$ cat src/rtl/sim_ctrl_regs.sv
// Simulation-control peripheral: firmware exit code/command, VCD dump trigger and a
// start/stop cycle timer, exposed through a zero-wait-state OBI slave port.
module sim_ctrl_regs #(
  parameter int unsigned ADDR_W = 8,
  parameter int unsigned CNT_W  = 32
) (
  input  logic              clk_i,
  input  logic              rst_i,
  input  logic              req_i,
  output logic              gnt_o,
  input  logic [ADDR_W-1:0] addr_i,
  input  logic              we_i,
  input  logic [3:0]        be_i,
  input  logic [31:0]       wdata_i,
  output logic              rvalid_o,
  output logic [31:0]       rdata_o,
  output logic              exit_valid_o,
  output logic [31:0]       exit_value_o,
  output logic              vcd_trig_o,
  output logic              timer_busy_o
);

  localparam logic [2:0] OFF_EXIT_VALUE = 3'd0;
  localparam logic [2:0] OFF_EXIT_CTRL  = 3'd1;
  localparam logic [2:0] OFF_TRACE      = 3'd2;
  localparam logic [2:0] OFF_TIMER_CTRL = 3'd3;
  localparam logic [2:0] OFF_TIMER_CNT  = 3'd4;
  localparam logic [2:0] OFF_SCRATCH    = 3'd5;

  typedef enum logic [1:0] {
    T_IDLE = 2'd0,
    T_RUN  = 2'd1,
    T_DONE = 2'd2
  } timer_state_e;

  logic [2:0]  word_off;
  logic        addr_ok;
  logic        accept;
  logic        wr_hit;
  logic        rd_hit;
  logic [31:0] be_mask;
  logic        unused_addr_lsb;

  assign gnt_o           = req_i;
  assign accept          = req_i & gnt_o;
  assign word_off        = addr_i[4:2];
  assign unused_addr_lsb = ^addr_i[1:0];

  generate
    if (ADDR_W > 5) begin : g_upper_dec
      assign addr_ok = ~|addr_i[ADDR_W-1:5];
    end else begin : g_no_upper
      assign addr_ok = 1'b1;
    end
  endgenerate

  genvar gi;
  generate
    for (gi = 0; gi < 4; gi++) begin : g_be_mask
      assign be_mask[gi*8 +: 8] = {8{be_i[gi]}};
    end
  endgenerate

  assign wr_hit = accept & we_i & addr_ok;
  assign rd_hit = accept & ~we_i;

  logic wr_exit_value;
  logic wr_exit_ctrl;
  logic wr_trace;
  logic wr_timer_ctrl;
  logic wr_scratch;

  assign wr_exit_value = wr_hit & (word_off == OFF_EXIT_VALUE);
  assign wr_exit_ctrl  = wr_hit & (word_off == OFF_EXIT_CTRL);
  assign wr_trace      = wr_hit & (word_off == OFF_TRACE);
  assign wr_timer_ctrl = wr_hit & (word_off == OFF_TIMER_CTRL);
  assign wr_scratch    = wr_hit & (word_off == OFF_SCRATCH);

  logic exit_req;
  logic timer_start;
  logic timer_stop;

  assign exit_req    = wr_exit_ctrl & be_i[0] & wdata_i[0];
  assign timer_start = wr_timer_ctrl & be_i[0] & wdata_i[0];
  assign timer_stop  = wr_timer_ctrl & be_i[0] & wdata_i[1];

  logic [31:0] exit_value_q, exit_value_d;
  logic [31:0] scratch_q, scratch_d;
  logic        trace_q, trace_d;
  logic        exit_valid_q, exit_valid_d;
  logic [31:0] exit_out_q, exit_out_d;

  always_comb begin
    exit_value_d = exit_value_q;
    scratch_d    = scratch_q;
    trace_d      = trace_q;
    exit_valid_d = exit_valid_q;
    exit_out_d   = exit_out_q;
    if (wr_exit_value) begin
      exit_value_d = (exit_value_q & ~be_mask) | (wdata_i & be_mask);
    end
    if (wr_scratch) begin
      scratch_d = (scratch_q & ~be_mask) | (wdata_i & be_mask);
    end
    if (wr_trace && be_i[0]) begin
      trace_d = wdata_i[0];
    end
    // The exit code is latched once; later exit commands cannot alter it.
    if (exit_req && !exit_valid_q) begin
      exit_valid_d = 1'b1;
      exit_out_d   = exit_value_d;
    end
  end

  always_ff @(posedge clk_i or posedge rst_i) begin
    if (rst_i) begin
      exit_value_q <= '0;
      scratch_q    <= '0;
      trace_q      <= 1'b0;
      exit_valid_q <= 1'b0;
      exit_out_q   <= '0;
    end else begin
      exit_value_q <= exit_value_d;
      scratch_q    <= scratch_d;
      trace_q      <= trace_d;
      exit_valid_q <= exit_valid_d;
      exit_out_q   <= exit_out_d;
    end
  end

  timer_state_e timer_state_q;
  logic [CNT_W-1:0] cnt_q;
  logic             busy_q;

  always_ff @(posedge clk_i or posedge rst_i) begin
    if (rst_i) begin
      timer_state_q <= T_IDLE;
      cnt_q         <= '0;
      busy_q        <= 1'b0;
    end else begin
      case (timer_state_q)
        T_IDLE: begin
          if (timer_start) begin
            timer_state_q <= T_RUN;
            cnt_q         <= '0;
            busy_q        <= 1'b1;
          end
        end
        T_RUN: begin
          // START beats STOP; the STOP cycle itself is not counted.
          if (timer_start) begin
            cnt_q <= '0;
          end else if (timer_stop) begin
            timer_state_q <= T_DONE;
            busy_q        <= 1'b0;
          end else if (cnt_q != {CNT_W{1'b1}}) begin
            cnt_q <= cnt_q + CNT_W'(1);
          end
        end
        T_DONE: begin
          if (timer_start) begin
            timer_state_q <= T_RUN;
            cnt_q         <= '0;
            busy_q        <= 1'b1;
          end
        end
        default: begin
          timer_state_q <= T_IDLE;
          cnt_q         <= '0;
          busy_q        <= 1'b0;
        end
      endcase
    end
  end

  logic [31:0] rd_data;

  always_comb begin
    rd_data = '0;
    if (addr_ok) begin
      case (word_off)
        OFF_EXIT_VALUE: rd_data = exit_value_q;
        OFF_EXIT_CTRL:  rd_data = {31'b0, exit_valid_q};
        OFF_TRACE:      rd_data = {31'b0, trace_q};
        OFF_TIMER_CTRL: rd_data = {29'b0, timer_state_q == T_DONE, timer_state_q == T_RUN, 1'b0};
        OFF_TIMER_CNT:  rd_data[CNT_W-1:0] = cnt_q;
        OFF_SCRATCH:    rd_data = scratch_q;
        default:        rd_data = '0;
      endcase
    end
  end

  logic        rvalid_q;
  logic [31:0] rdata_q;

  always_ff @(posedge clk_i or posedge rst_i) begin
    if (rst_i) begin
      rvalid_q <= 1'b0;
      rdata_q  <= '0;
    end else begin
      rvalid_q <= accept;
      rdata_q  <= rd_hit ? rd_data : 32'b0;
    end
  end

  assign rvalid_o     = rvalid_q;
  assign rdata_o      = rvalid_q ? rdata_q : 32'b0;
  assign exit_valid_o = exit_valid_q;
  assign exit_value_o = exit_out_q;
  assign vcd_trig_o   = trace_q;
  assign timer_busy_o = busy_q;

endmodule
$ cat config.mk
export PLATFORM = sky130hd
export DESIGN_NAME = sim_ctrl_regs
export DESIGN_NICKNAME = d
export VERILOG_FILES = /design/src/rtl/sim_ctrl_regs.sv
export SDC_FILE = /design/constraint.sdc
export NUM_CORES = 1
export LEC_CHECK = 0
export ABC_AREA = 1
export CAP_MARGIN = 5
export CORE_MARGIN = 2
export CORE_UTILIZATION = 45
export CTS_CLUSTER_DIAMETER = 80
export DETAILED_ROUTE_END_ITERATION = 6
export PLACE_DENSITY = 0.71
export REMOVE_ABC_BUFFERS = 1
export SETUP_SLACK_MARGIN = 0.02
export SLEW_MARGIN = 30
export SYNTH_ARGS = -nofsm -noshare
export SYNTH_HDL_FRONTEND = slang
export SYNTH_SLANG_ARGS = --single-unit
$ cat constraint.sdc
create_clock -name clk_i -period 5.2 [get_ports clk_i]
set_input_delay 0.52 -clock clk_i [delete_from_list [all_inputs] [get_ports clk_i]]
set_output_delay 0.52 -clock clk_i [all_outputs]
set_load 0.005 [all_outputs]
==> run_results.csv, run 1 <==
group,metric,value,unit
outcome,status,"completed",
place,hpwlAfterDp,13500,um
power,power_density,275,nW/um^2
synth,async_flop_share,1.00,
final_layout,antennaDiodeCount,0,
synth,synth_area_leaders,"dfrtp_1 50%, nand2_1 15%, inv_1 7.5%",
critical_path,path_cells,"clkdlybuf4s50_1 -> buf_4 -> inv_2 -> nand3_1 -> nor2_1 -> nand3_1 -> nand2_1 -> inv_2 -> nand2_4 -> nand2_4 -> nand2_1 -> nand2_1",
synth,synth_seq_cells,165,
cts,clk_latency,0.43,ns
worst_hold_path,hp-class,"flip-flop to flip-flop",
sta,relSlewSlack,0.480,
critical_path,ff2ff_setup_slack,2.68,ns
final_layout,drive_above_1_share,0.0732,
floorplanning,die_x,139,um
critical_path,endpoint_kind,"flip-flop",
cts,cts_buffers,17,
critical_path,critical_path.max_fanout,32,
power,p_comb_frac,0.067,
critical_path,cp_num_buf_inv,4,
cts,ctsRootBufferMaster,"clkbuf_16",
power,intPower,2.14,mW
synth,synth.distinct_cells,35,
cts,cts_buffer_depth,2,
cts,postCtsResizedCells,0,
sta,tns,0,ns
critical_path,cp_common_cell,"nand2_1",
global_routing,antenna_found_initial,0,
drt,drt-met1-wl,9400,um
global_routing,grt_usage,0.211,
final_layout,synthToLayoutAreaGrowth,22.9,%
critical_path,critPathTopFamily,"simple AND/OR/NAND/NOR gates",
final_layout,nets,1187,
drt,drc,0,
power,peakVddDrop,0.244,mV
drt,drt_iter0_markers,433,
synth,netlist_instances,1038,
drt,met2_length,9200,um
cts,post_cts_buffers,0,
sta,min_period,3.19,ns
synth,avgSynthCellArea,7.91,um^2
cts,clk_pin_slew,0.06,ns
power,swShare,0.229,
critical_path,crit_start,"addr_i[4]",
cts,tritoncts,"yes",
synth,yosysTopAreaCell,"dfrtp_1",
sta,fmax,0.313,GHz
power,pwr-share-seq,0.481,
global_routing,grt_start_max_net_pins,98,
floorplanning,die-area,19300,um^2
floorplanning,placementRows,49,
sta,hold_viol_final,0,
floorplanning,io_pins,117,
place,gp_congestion,0.990,
critical_path,reg2reg_from,"timer_state_q[0]",
synth,synth_most_common_cell,"nand2_1",
drt,wl_per_cell,14.4,um
critical_path,slowest_stage,"nand2_1",
critical_path,arrival,3.50,ns
power,p_switching,0.634,mW
drt,dr_wl_met3,936,um
worst_hold_path,hp-start,"exit_value_o[28]",
final_layout,final_area,10100,um^2
synth,ys.flop_type,"dfrtp_1",
place,place_area,9510,um^2
cts,ctsHoldBuffers,0,
sta,rsz0062_at_grt,"false",
drt,via_count,6762,
floorplanning,start_util,0.457,
synth,yosys.area.top_type_share,0.503,
place,portBuffers,114,
drt,top_layer_used,"met4",
job,cap_violations,0,
global_routing,grt_pass1_vias,6244,
synth,seq_area_frac_synth,0.503,
power,p_leak,5.21,nW
critical_path,slowest_delay,0.61,ns
sta,worstMarginPinSlew,0.778,ns
synth,synth_commonest_cells,"322 x nand2_1, 165 x dfrtp_1, 164 x inv_1",
drt,antenna_left,0,
synth,syn_area,8210,um^2
sta,fin_skew,0.00800,ns
global_routing,grt_pass1_wl,32700,um
floorplanning,die_h,139,um
power,clockPowerShare,0.452,
floorplanning,coreArea,18000,um^2
critical_path,worstSetupPathType,"primary input to flip-flop",
sta,slew_violations,0,
cts,cts.sinks,165,
drt,first_pass_iters,6,
global_routing,gr-total-overflow,0,
synth,yosysWarnings,0,
sta,period_share,0.614,
critical_path,critPathLaunchType,"primary input",
synth,synth_edf_count,0,
cts,htree_levels,4,
drt,viasPerCell,4.91,
sta,setup_viol_count_final,0,
drt,routed_wirelength,19800,um
critical_path,worstPathRequired,5.51,ns
path summary, 6_finish.rpt:
| kind | to | depth (start not counted) |
|---|---|---|
| worst max-delay path | cnt_q[22] | 12 |
| worst min-delay path | exit_value_o[28] | 2 |
| worst max register to register | cnt_q[28] | 8 |
| worst min register to register | exit_value_o[28] | 2 |
| max in group asynchronous | exit_value_q[0] | 3 |
| min in group asynchronous | asynchronous set/reset pin | 2 |
power groups by stage:
stage	logic (mW)	registers (mW)	clock network, mW
detailed placement	0.187	1.36	0
floorplan	0.0970	1.35	0
global placement	0.182	1.35	0
global route	0.209	1.33	1.33
CTS	0.188	1.33	1.28
finish	0.186	1.33	1.25
tightest hold or removal path, delay by kind of cell (launching register included):
family	cells	cell delay, ns
flip-flops	1	0.34
AO/OA/AOI/OAI	1	0.06
AND/OR/NAND/NOR	1	0.05
routing by layer:
layer  up-vias  GRT usage
met5         -          0
met4         0     0.0665
met3        20     0.0397
met2       161      0.336
met1      3155      0.295
li1       3426          -
area by class of cell:
class | count | area, um^2
fillers | 1663 | 7870
flip-flops and latches | 165 | 4130
clock inverters | 7 | 98.8
well taps | 229 | 287
multi-input cells | 665 | 3260
repair buffers | 122 | 1200
inverters | 167 | 634
clock buffers | 22 | 484
stage by stage:
stage                     instances  setup slack, ns   util  power [mW]  hold WS (ns)
final                          1377             2.01  0.562        2.77         0.484
after global routing           1377             1.78  0.562        2.87         0.513
after CTS                      1377             2.03  0.562        2.80         0.490
after detailed placement       1348             1.62  0.529        1.54         0.474
after global placement         1348             1.69  0.529        1.54         0.468
after floorplan                 997            0.218      -        1.45         0.453
logic make-up after synthesis:
kind of cell             count (synthesis)  synth area share
multiplexers                            28            0.0384
AND/OR/NAND/NOR                        505             0.260
AO/OA/AOI/OAI                          121            0.0852
flip-flops                             165             0.503
adder cells (fa/ha/maj)                  1           0.00152
XOR/XNOR                                10            0.0107
buffers and inverters                  208             0.101
layout by cell type, fill, tap and decap left out, types with 4 or more instances in the layout:
cell type / instances
a21oi_1: 11
buf_4: 8
clkbuf_16: 17
clkbuf_8: 4
clkdlybuf4s50_1: 114
clkinvlp_4: 4
dfrtp_1: 165
inv_1: 162
inv_2: 4
mux2_1: 4
mux2_2: 24
nand2_1: 322
nand2_4: 4
nand3_1: 66
nand4_1: 6
nor2_1: 83
nor2_4: 7
nor3_1: 5
o211ai_1: 16
o21ai_0: 68
o21ai_1: 10
o221ai_1: 12
xnor2_1: 7
Power figures use the tool's default switching activity.
==> run 2: changes to the inputs <==
--- a/config.mk
+++ b/config.mk
@@ -11,7 +11,7 @@
 export CORE_UTILIZATION = 45
 export CTS_CLUSTER_DIAMETER = 80
 export DETAILED_ROUTE_END_ITERATION = 6
-export PLACE_DENSITY = 0.71
+export PLACE_DENSITY = 0.68
 export REMOVE_ABC_BUFFERS = 1
 export SETUP_SLACK_MARGIN = 0.02
 export SLEW_MARGIN = 30
==> constraint.sdc (replaced) <==
create_clock -name clk_i -period 3.1 [get_ports clk_i]
set_input_delay 0.31 -clock clk_i [delete_from_list [all_inputs] [get_ports clk_i]]
set_output_delay 0.31 -clock clk_i [all_outputs]
set_load 0.005 [all_outputs]
==> run 2 against run 1 <==
Compared with the run above:
- first-iteration DRC count shrank 19%
- worst setup slack worse by 1.1 ns
- sequential share of layout area down 0.27 points
- core utilization rose by 0.38 points
- total power increased by 67%
- sequential cell count unchanged
- largest cell class unchanged
- clock-buffer cell count up 2
- worst hold slack worse by 0.18 ns
- clock power increased by 66%
- sequential power grew 68%
- largest power group unchanged
- global-route usage about the same
- cell count grew 0.80%
==> run_results.csv, run 2 (synthesis results as in run 1) <==
group,metric,value,unit
outcome,status,"completed",
final_layout,antennaDiodeCount,0,
cts,cts_buffer_depth,2,
drt,viasPerCell,4.89,
drt,routed_wirelength,19500,um
drt,via_count,6794,
critical_path,critical_path.max_fanout,32,
critical_path,critPathTopFamily,"simple AND/OR/NAND/NOR gates",
cts,cts_buffers,17,
global_routing,gr-total-overflow,0,
final_layout,drive_above_1_share,0.0785,
cts,clk_latency,0.43,ns
power,p_leak,5.27,nW
cts,cts.sinks,165,
sta,rsz0062_at_grt,"false",
critical_path,arrival,2.57,ns
floorplanning,die_h,139,um
final_layout,layout_commonest_cell,"nand2_1",
cts,tritoncts,"yes",
critical_path,slowest_stage,"dfrtp_1",
sta,fmax,0.453,GHz
place,gp_congestion,0.917,
sta,slew_violations,0,
place,portBuffers,114,
critical_path,slowest_delay,0.38,ns
critical_path,worstSetupPathType,"flip-flop to flip-flop",
sta,hold-worst-slack,0.306,ns
sta,min_period,2.21,ns
global_routing,grt_pass1_vias,6561,
sta,fin_skew,0.00570,ns
place,place_inst,1356,
critical_path,rr_worst_depth,11,
critical_path,reg2reg_from,"cnt_q[1]",
floorplanning,die-area,19300,um^2
floorplanning,die_x,139,um
cts,clk_pin_slew,0.06,ns
drt,drc,0,
sta,worstMarginPinSlew,0.641,ns
place,hpwlAfterDp,13700,um
final_layout,nets,1195,
drt,wl_per_cell,14.1,um
sta,period_share,0.712,
power,power_density,456,nW/um^2
cts,ctsRootBufferMaster,"clkbuf_16",
cts,ctsHoldBuffers,0,
critical_path,cp_common_cell,"nand2_4",
cts,postCtsResizedCells,0,
final_layout,synthToLayoutAreaGrowth,23.7,%
final_layout,mostFrequentLayoutCells,"322 x nand2_1, 165 x dfrtp_1, 163 x inv_1",
drt,antenna_left,0,
place,dp_slack,0.517,ns
global_routing,grt_start_max_net_pins,69,
sta,setup_viol_count_final,0,
global_routing,grt_usage,0.212,
sta,hold_viol_final,0,
global_routing,grt_pass1_wl,32900,um
critical_path,critPathLaunchType,"flip-flop",
drt,first_pass_iters,5,
critical_path,r2r-end,"cnt_q[21]",
job,cap_violations,0,
critical_path,path_cells,"ha_1 -> inv_1 -> nor2_4 -> nand2_4 -> nor2_8 -> nand3_2 -> nand2_2 -> nand2_4 -> nand2_4 -> nand2_1 -> nand2_1",
drt,drt_iter0_markers,350,
floorplanning,placementRows,49,
final_layout,fin_util,0.566,
floorplanning,start_util,0.457,
sta,relSlewSlack,0.571,
floorplanning,io_pins,117,
cts,htree_levels,4,
floorplanning,coreArea,18000,um^2
critical_path,ff2ff_setup_slack,0.89,ns
sta,tns,0,ns
cts,post_cts_buffers,0,
power,peakVddDrop,0.356,mV
sta,fin_ws,0.893,ns
worst_hold_path,hp-class,"primary input to asynchronous set/reset pin",
global_routing,antenna_found_initial,0,
critical_path,cp_num_buf_inv,1,
critical_path,worstPathRequired,3.47,ns
critical_path,endpoint_kind,"flip-flop",
final_layout,stdcell_count,1388,
[run 2: changes by cell type in the layout (fill, tap and decap cells not counted), sizes merged]
cell | previous run | this run
buf | 8 | 16
clkbuf | 22 | 24
clkinv | 1 | 4
clkinvlp | 4 | 2
[run 2: layer usage]
layer  vias up  GRT usage  share of wire
li1       3466          -              -
met1      3146      0.295           0.48
met2       162      0.340           0.46
met3        20     0.0338          0.045
met4         0     0.0712          0.016
met5         -          0              0
[run 2: worst max path at each step]
stage	startpoint	endpoint	slack (ns)	cells after the start
2_1_floorplan	rst_i	asynchronous set/reset pin	-1.67	1
3_3_place_gp	req_i	cnt_q[26]	0.54	10
3_5_place_dp	req_i	cnt_q[0]	0.52	10
4_1_cts	cnt_q[1]	cnt_q[21]	0.89	11
5_1_grt	cnt_q[1]	cnt_q[21]	0.70	11
6_report	cnt_q[1]	cnt_q[21]	0.89	11
[run 2: layout make-up]
type | instances | area (um^2)
Clock inverter | 8 | 98.8
Inverter | 167 | 632
Multi-Input combinational cell | 665 | 3260
Timing Repair Buffer | 130 | 1270
Clock buffer | 24 | 482
Fill cell | 1649 | 7800
Tap cell | 229 | 287
Sequential cell | 165 | 4130
[run 2: stage by stage]
step | power [mW] | cell area, um^2
3_3_place_gp | 2.59 | 9580
4_1_cts | 4.68 | 10200
6_report | 4.64 | 10200
3_5_place_dp | 2.59 | 9580
2_1_floorplan | 2.44 | 8010
5_1_grt | 4.81 | 10200
[run 2: report_power, final]
part / switching [mW] / internal (mW)
logic: 0.195 / 0.122
registers: 0.0216 / 2.21
clock network: 0.838 / 1.25
